[config.mk]
export PLATFORM = sky130hd
export DESIGN_NAME = chunked_serial_adder
export DESIGN_NICKNAME = d
export VERILOG_FILES = /design/src/rtl/chunked_serial_adder.sv
export SDC_FILE = /design/constraint.sdc
export NUM_CORES = 1
export LEC_CHECK = 0
export BUFFER_PORTS_ARGS = -buffer_cell sky130_fd_sc_hd__buf_4
export CAP_MARGIN = 20
export CORE_UTILIZATION = 39
export DETAILED_ROUTE_END_ITERATION = 8
export GPL_ROUTABILITY_DRIVEN = 0
export GPL_TIMING_DRIVEN = 0
export SETUP_SLACK_MARGIN = 0.02
export SLEW_MARGIN = 20
export SYNTH_ARGS = -nofsm -noshare
export SYNTH_HDL_FRONTEND = slang
export SYNTH_SLANG_ARGS = --single-unit
[constraint.sdc]
create_clock -name clk -period 2.2 [get_ports clk]
set_input_delay 0 -clock clk [delete_from_list [all_inputs] [get_ports clk]]
set_output_delay 0 -clock clk [all_outputs]
set_load 0.02 [all_outputs]
[src/rtl/chunked_serial_adder.sv]
// Multi-cycle adder/subtractor: CHUNK bits per clock, LSB chunk first.
// The carry between chunks lives in a register; results update once at the end.
module chunked_serial_adder #(
  parameter int WIDTH = 16,
  parameter int CHUNK = 4
) (
  input  logic             clk,
  input  logic             rst_n,
  input  logic             start,
  input  logic             sub,
  input  logic [WIDTH-1:0] a,
  input  logic [WIDTH-1:0] b,
  input  logic             cin,
  output logic             busy,
  output logic             done,
  output logic [WIDTH-1:0] s,
  output logic             co,
  output logic             ov
);

  localparam int NCHUNK = WIDTH / CHUNK;
  localparam int CW = (NCHUNK > 1) ? $clog2(NCHUNK) : 1;
  localparam logic [CW-1:0] LAST = CW'(NCHUNK - 1);

  typedef enum logic [1:0] {
    IDLE,
    BUSY,
    DONE
  } state_t;

  state_t             state_q, state_d;
  logic [WIDTH-1:0]   a_q, a_d;
  logic [WIDTH-1:0]   b_q, b_d;
  logic [WIDTH-1:0]   acc_q, acc_d;
  logic [WIDTH-1:0]   s_q, s_d;
  logic [CW-1:0]      cnt_q, cnt_d;
  logic               c_q, c_d;
  logic               co_q, co_d;
  logic               ov_q, ov_d;

  logic [CHUNK:0]       add_w;
  logic [WIDTH+CHUNK-1:0] cat_w;
  logic                 msb_cin;

  // Next-state and datapath: operands shift right, sums shift in at the top.
  always_comb begin
    state_d = state_q;
    a_d     = a_q;
    b_d     = b_q;
    acc_d   = acc_q;
    s_d     = s_q;
    cnt_d   = cnt_q;
    c_d     = c_q;
    co_d    = co_q;
    ov_d    = ov_q;
    add_w   = {1'b0, a_q[CHUNK-1:0]}
            + {1'b0, b_q[CHUNK-1:0]}
            + {{CHUNK{1'b0}}, c_q};
    cat_w   = {add_w[CHUNK-1:0], acc_q};
    // Carry into the top bit, recovered from the sum bit of the last chunk.
    msb_cin = a_q[CHUNK-1] ^ b_q[CHUNK-1] ^ add_w[CHUNK-1];
    case (state_q)
      IDLE: begin
        if (start) begin
          a_d     = a;
          b_d     = sub ? ~b : b;
          c_d     = sub ? ~cin : cin;
          cnt_d   = '0;
          acc_d   = '0;
          state_d = BUSY;
        end
      end
      BUSY: begin
        a_d   = a_q >> CHUNK;
        b_d   = b_q >> CHUNK;
        c_d   = add_w[CHUNK];
        acc_d = cat_w[WIDTH+CHUNK-1:CHUNK];
        cnt_d = cnt_q + CW'(1);
        if (cnt_q == LAST) begin
          s_d     = cat_w[WIDTH+CHUNK-1:CHUNK];
          co_d    = add_w[CHUNK];
          ov_d    = msb_cin ^ add_w[CHUNK];
          state_d = DONE;
        end
      end
      DONE: state_d = IDLE;
      default: state_d = IDLE;
    endcase
  end

  // State and result registers, cleared asynchronously.
  always_ff @(posedge clk or negedge rst_n) begin
    if (!rst_n) begin
      state_q <= IDLE;
      a_q     <= '0;
      b_q     <= '0;
      acc_q   <= '0;
      s_q     <= '0;
      cnt_q   <= '0;
      c_q     <= 1'b0;
      co_q    <= 1'b0;
      ov_q    <= 1'b0;
    end else begin
      state_q <= state_d;
      a_q     <= a_d;
      b_q     <= b_d;
      acc_q   <= acc_d;
      s_q     <= s_d;
      cnt_q   <= cnt_d;
      c_q     <= c_d;
      co_q    <= co_d;
      ov_q    <= ov_d;
    end
  end

  assign busy = (state_q == BUSY);
  assign done = (state_q == DONE);
  assign s    = s_q;
  assign co   = co_q;
  assign ov   = ov_q;

endmodule

==> flow_summary.toml, run 1 <==
[global_routing]
grt_pass1_vias = 2362
grt_overflow_total = 0
track_usage_pct = 18.4
antenna_found_initial = 0
grt_pass1_wl_mm = 12.2
grt_max_degree = 68

[setup_path]
r2r_start = "a_q[0]"
cp_cell_sequence = "fa_1 > fa_1 > a21o_1 > a21oi_2 > xnor2_1 > o21ai_0"
crit_buf_inv = 0
cp_data_arrival_time_ps = 2300
critPathTopFamily = "adder cells"
critPathKind = "flop to flop"
regToRegSetupSlack_ps = 130
critPathSlowestCell = "fa_1"
cp-startpoint = "a_q[0]"
cpPeakStageDelay_ps = 480
cp.depth = 6
rr_endpoint = "ov"
crit_end = "ov"
cp-end-kind = "flop"
crit_path_max_fanout = 3
rr_worst_depth = 6
cp-start-kind = "flop"
crit_top_cell = "fa_1"
required_ps = 2430

[layout]
fin_nets = 422
drive_above_1_share_pct = 28.4
nFillCells = 758
design_area_mm2 = 0.00426
multiInputGateArea_mm2 = 0.00143
num_antenna_cells = 0
syn2layout_area_growth_pct = 29.7
fin_util_pct = 52.1
fin_cells = 489
seq_area_mm2 = 0.00168

[power]
internal_power_mw = 3.91
ir_drop_mv = 0.518
p_comb_share_pct = 45.1
leakage_nw = 2.00
seq_power_share_pct = 34.5
clkPwrFrac_pct = 20.5
power_switching_mw = 2.30
switching_share_pct = 37.0
powerDensity_mw_per_mm2 = 1460

[floorplan]
core.rowCount = 33
die_h_um = 93.8
start_util_pct = 40.2
die_w_um = 93.8
dieArea_mm2 = 0.00880
core_area_mm2 = 0.00818
pin_count = 57

[logic_synthesis]
ys_top_cells_by_area = "dfrtp_1, mux2_4, a21oi_1"
ys.flop_type = "dfrtp_1"
synth_most_common_cell = "dfrtp_1"
yosysWarnings = 0
synth_edf_count = 0
netlist_top_cells_count = "dfrtp_1, a21oi_1, nor2b_1, nand2_1, o21ai_0"
async_flop_share_pct = 100
synthCells = 295
syn_avg_cell_area_um2 = 11.1
ys_ff_latch = 67
yosysTopAreaCell = "dfrtp_1"
synth.distinct_cells = 30
synth-seq-area-share_pct = 51.0
syn-cell-area_mm2 = 0.00329
netlist.area_leader.share_pct = 51.0
syn-num-nets = 338

[sta]
finalHoldViolations = 0
post-route-period-util_pct = 94.0
maxSlewViolCount = 0
fin_crit_ps = 2070
clock-skew-final_ps = 10.3
max-slew-margin-rel_pct = 43.2
rsz0062_at_grt = "false"
finalSetupViolCount = 0
fmax_ghz = 0.483
tns_ps = 0
tightest_slew_ps = 853

[detailed_routing]
ant_nets = 0
post_drt_wl_per_cell_um = 14.9
dr.pass1.iters = 4
drtIter0Drc = 126
routed_wl_mm = 7.28
vias_per_cell = 4.98
drt_drc_violations_left = 0
num_vias = 2433

[clock_network]
clock_sinks = 67
cts_root_buf = "clkbuf_8"
clock_latency_ps = 350
cts_tree = "done"
cts_buffers = 9
postCtsSetupBuffers = 0
clk_pin_slew_worst_paths_ps = 80
htreeDepth = 3
clk_path_buf_depth = 2

[placement]
dp_cells = 455
dpl.hpwl_mm = 4.96
portBuffers = 55
dpl_cell_area_mm2 = 0.00383

[flow_run]
drv_cap = 0

[status]
status = "completed"

[hold_path]
hold_class = "input port to flop"
[what timing repair did]
action / 4_1_cts / 5_1_grt
endpoints found under the hold margin: 84 / 0
hold buffers: 18 / 0
gates resized for setup: 0 / 1
setup endpoints to repair: 0 / 1
[power by group through the flow]
stage               registers, mW  logic (mW)  clock network, mW
floorplan                    2.23        1.87                  0
global placement             2.15        2.73                  0
detailed placement           2.17        2.78                  0
CTS                          2.15        2.82               1.30
global route                 2.21        3.09               1.36
finish                       2.14        2.80               1.27
[metal layers]
metal | vias to the layer above | part of all wire, % | track usage [%]
met5 | - | 0 | 0
met4 | 0 | 1.2 | 5.38
met3 | 10 | 4.5 | 4.69
met2 | 61 | 46 | 28.6
met1 | 1159 | 48 | 25.3
li1 | 1203 | - | -
[layout make-up]
cell class | count | area share, %
clock buffer | 9 | 2.91
clock inverter | 7 | 2.91
timing repair buffer | 73 | 13.9
inverter | 3 | 0.499
sequential | 67 | 39.3
tap | 105 | 3.08
buffer | 21 | 3.76
multi-input combinational | 204 | 33.6
[how the worst min path moves through the flow]
stage                    to  start  cells past startpoint  slack [ps]
CTS                 b_q[13]  b[13]                      4          10
global route        b_q[15]  b[15]                      4          60
floorplan            a_q[0]  rst_n                      0        -300
finish              b_q[15]  b[15]                      4          30
detailed placement    s[13]  rst_n                      1         180
global placement      s[13]  rst_n                      1         170
[through the flow]
step / total power, mW / setup slack [ps] / hold slack, ps
2_1_floorplan: 4.10 / 232 / -296
3_3_place_gp: 4.88 / 63.1 / 172
3_5_place_dp: 4.95 / 62.7 / 177
4_1_cts: 6.27 / 43.5 / 12.3
5_1_grt: 6.66 / 26.5 / 63.4
6_report: 6.21 / 131 / 27.2
[cell families after synthesis]
group | Yosys count | synth area share, %
buffers and inverters | 24 | 5.52
multiplexers | 15 | 6.74
AND/OR/NAND/NOR | 62 | 9.94
XOR/XNOR | 20 | 5.33
AO/OA/AOI/OAI | 101 | 18.7
adder cells (fa/ha/maj) | 6 | 2.74
flip-flops | 67 | 51.0
[worst reg2reg max path, cell delays in order, from the launching register on]
cell,delay (ps)
dfrtp_1,420
fa_1,480
fa_1,420
a21o_1,210
a21oi_2,200
xnor2_1,150
o21ai_0,90
[layout by cell type, fill, tap and decap left out]
cell type / Yosys / routed
dfrtp_1: 67 / 67
buf_4: 5 / 60
a21oi_1: 36 / 35
nor2b_1: 20 / 20
nand2_1: 18 / 18
dlygate4sd3_1: 0 / 18
o21ai_0: 17 / 17
nor2_1: 16 / 16
xnor2_1: 16 / 16
mux2_4: 14 / 14
a22oi_1: 12 / 12
o21ai_1: 12 / 12
a22o_1: 12 / 12
clkbuf_8: 0 / 9
buf_6: 8 / 8
clkbuf_1: 6 / 6
and2b_1: 5 / 5
o22a_1: 5 / 5
xor2_1: 4 / 4
ha_1: 4 / 4
o22ai_1: 3 / 3
bufinv_16: 0 / 3
nand2_4: 2 / 2
buf_2: 2 / 2
a21o_1: 2 / 2
a21oi_2: 1 / 2
fa_1: 2 / 2
clkinv_4: 0 / 2
inv_8: 1 / 1
inv_4: 1 / 1
nor2b_4: 1 / 1
o21ai_2: 1 / 1
inv_1: 1 / 1
mux2_2: 1 / 1
inv_6: 0 / 1
clkinvlp_4: 0 / 1
[flip-flops by register name, summed over array words and instances, names as in the netlist]
signal,flops
co,1
cnt_q,2
a_q,16
s,16
ov,1
b_q,16
c_q,1
state_q,2
acc_q,12
Note: power is estimated with default switching activity, not from simulation.
==> run 2: changes to the inputs <==
--- a/config.mk
+++ b/config.mk
@@ -8,6 +8,7 @@
 export BUFFER_PORTS_ARGS = -buffer_cell sky130_fd_sc_hd__buf_4
 export CAP_MARGIN = 20
 export CORE_UTILIZATION = 39
+export CTS_BUF_LIST = sky130_fd_sc_hd__clkbuf_16
 export DETAILED_ROUTE_END_ITERATION = 8
 export GPL_ROUTABILITY_DRIVEN = 0
 export GPL_TIMING_DRIVEN = 0
==> run 2 against run 1 <==
Against the previous run: clock power rose by 32%; flip-flop and latch count did not move; clock skew shrank 5.1 ps; critical path depth stayed put; via count down 0.62%; setup slack worse by 10 ps; sequential power is essentially flat; cell area up 2.4%; first-iteration DRC count increased by 4.8%; fmax down 0.49%; largest cell class unchanged.
==> flow_summary.toml, run 2 (synthesis gave the netlist of run 1 again) <==
[sta]
fin_crit_ps = 2080
post-route-period-util_pct = 94.5
tightest_slew_ps = 847
clock-skew-final_ps = 5.16
finalSetupViolCount = 0
fmax_ghz = 0.481
max-slew-margin-rel_pct = 43.5
maxSlewViolCount = 0
rsz0062_at_grt = "false"
finalHoldViolations = 0
tns_ps = 0

[setup_path]
cp-end-kind = "flop"
crit_path_max_fanout = 3
critPathSlowestCell = "fa_1"
cp-startpoint = "a_q[0]"
cp_cell_sequence = "fa_1 > fa_1 > a21o_1 > a21oi_2 > xnor2_1 > o21ai_0"
r2r_start = "a_q[0]"
critPathKind = "flop to flop"
crit_top_cell = "fa_1"
cp_data_arrival_time_ps = 2290
required_ps = 2410
cp-start-kind = "flop"
cpPeakStageDelay_ps = 480

[floorplan]
core.rowCount = 33
dieArea_mm2 = 0.00880
die_h_um = 93.8
start_util_pct = 40.2
core_area_mm2 = 0.00818
pin_count = 57
die_w_um = 93.8

[power]
ir_drop_mv = 0.562
powerDensity_mw_per_mm2 = 1510
leakage_nw = 2.04

[detailed_routing]
num_vias = 2418
drtIter0Drc = 132
routed_wl_mm = 7.22
post_drt_wl_per_cell_um = 14.8
ant_nets = 0
vias_per_cell = 4.94
drt_drc_violations_left = 0
dr.pass1.iters = 4

[flow_run]
drv_cap = 0

[layout]
nFillCells = 743
fin_cells = 489
layout_commonest_cell = "dfrtp_1"
syn2layout_area_growth_pct = 32.8
multiInputGateArea_mm2 = 0.00143
fin_nets = 422
layout_common_cells = "dfrtp_1, buf_4, a21oi_1, nor2b_1"
seq_area_mm2 = 0.00168
drive_above_1_share_pct = 28.4
num_antenna_cells = 0
fin_util_pct = 53.4

[clock_network]
clk_path_buf_depth = 2
clock_sinks = 67
cts_root_buf = "clkbuf_16"
htreeDepth = 3
clk_pin_slew_worst_paths_ps = 60
postCtsSetupBuffers = 0
cts_buffers = 9
clock_latency_ps = 330
cts_tree = "done"

[placement]
dp_cells = 455
portBuffers = 55
dpl.hpwl_mm = 4.96

[global_routing]
grt_overflow_total = 0
grt_max_degree = 68
grt_pass1_vias = 2346
antenna_found_initial = 0
grt_pass1_wl_mm = 12.0
track_usage_pct = 18.2

[hold_path]
hold_class = "input port to flop"
holdCritStartpoint = "b[13]"

[status]
status = "completed"
## run 2: changes by cell type in the layout (fill, tap and decap cells not counted)
cell       change
clkbuf_16      +9
clkbuf_8       -9
## run 2: layout make-up
cell class / instances / share of cell area (%)
Inverter: 3 / 0.487
Timing Repair Buffer: 73 / 13.6
Clock inverter: 7 / 2.84
Clock buffer: 9 / 5.16
Multi-Input combinational cell: 204 / 32.8
Sequential cell: 67 / 38.4
Buffer: 21 / 3.67
Tap cell: 105 / 3.01
## run 2: path summary, 6_finish.rpt
check | end | slack [ps] | depth (start not counted)
max in group asynchronous | b_q[8] | 1320 | 2
min in group asynchronous | co | 330 | 2
hold reg to reg | cnt_q[0] | 480 | 1
setup / recovery | ov | 120 | 6
hold / removal | b_q[13] | 40 | 4
setup reg to reg | ov | 120 | 6
## run 2: critical path: cells and delay by family, from the launching register on
family	cells	cell delay, ps
adders and majority gates	2	900
DFF	1	420
AOI/OAI and AO/OA	3	500
xor gates and xnor gates	1	150
## run 2: power breakdown
part | internal [mW] | switching (mW) | total [mW]
Clock | 1.11 | 0.562 | 1.68
Combinational | 1.38 | 1.41 | 2.79
Sequential | 1.77 | 0.368 | 2.14
## run 2: metrics by stage
step | worst slack [ps] | cell area [um^2] | power [mW] | hold slack [ps]
3_3_place_gp | 63.1 | 3830 | 4.88 | 172
3_5_place_dp | 62.7 | 3830 | 4.95 | 177
6_report | 121 | 4360 | 6.61 | 44.0
2_1_floorplan | 232 | 3290 | 4.10 | -296
5_1_grt | 25.5 | 4360 | 7.06 | 93.4
4_1_cts | 47.2 | 4360 | 6.67 | 37.6
## run 2: what timing repair did
action	CTS	global route
endpoints found under the setup margin	0	1
resized for setup	0	1
hold buffers	18	0
endpoints found under the hold margin	84	0
## run 2: layer usage
layer / vias to the layer above / routed length (um) / share of wire, % / global-route usage, %
met2: 59 / 3360 / 46 / 27.7
met4: 0 / 123 / 1.7 / 7.31
met1: 1145 / 3430 / 47 / 24.8
li1: 1204 / - / - / -
met5: - / 0 / 0 / 0
met3: 10 / 313 / 4.3 / 4.45
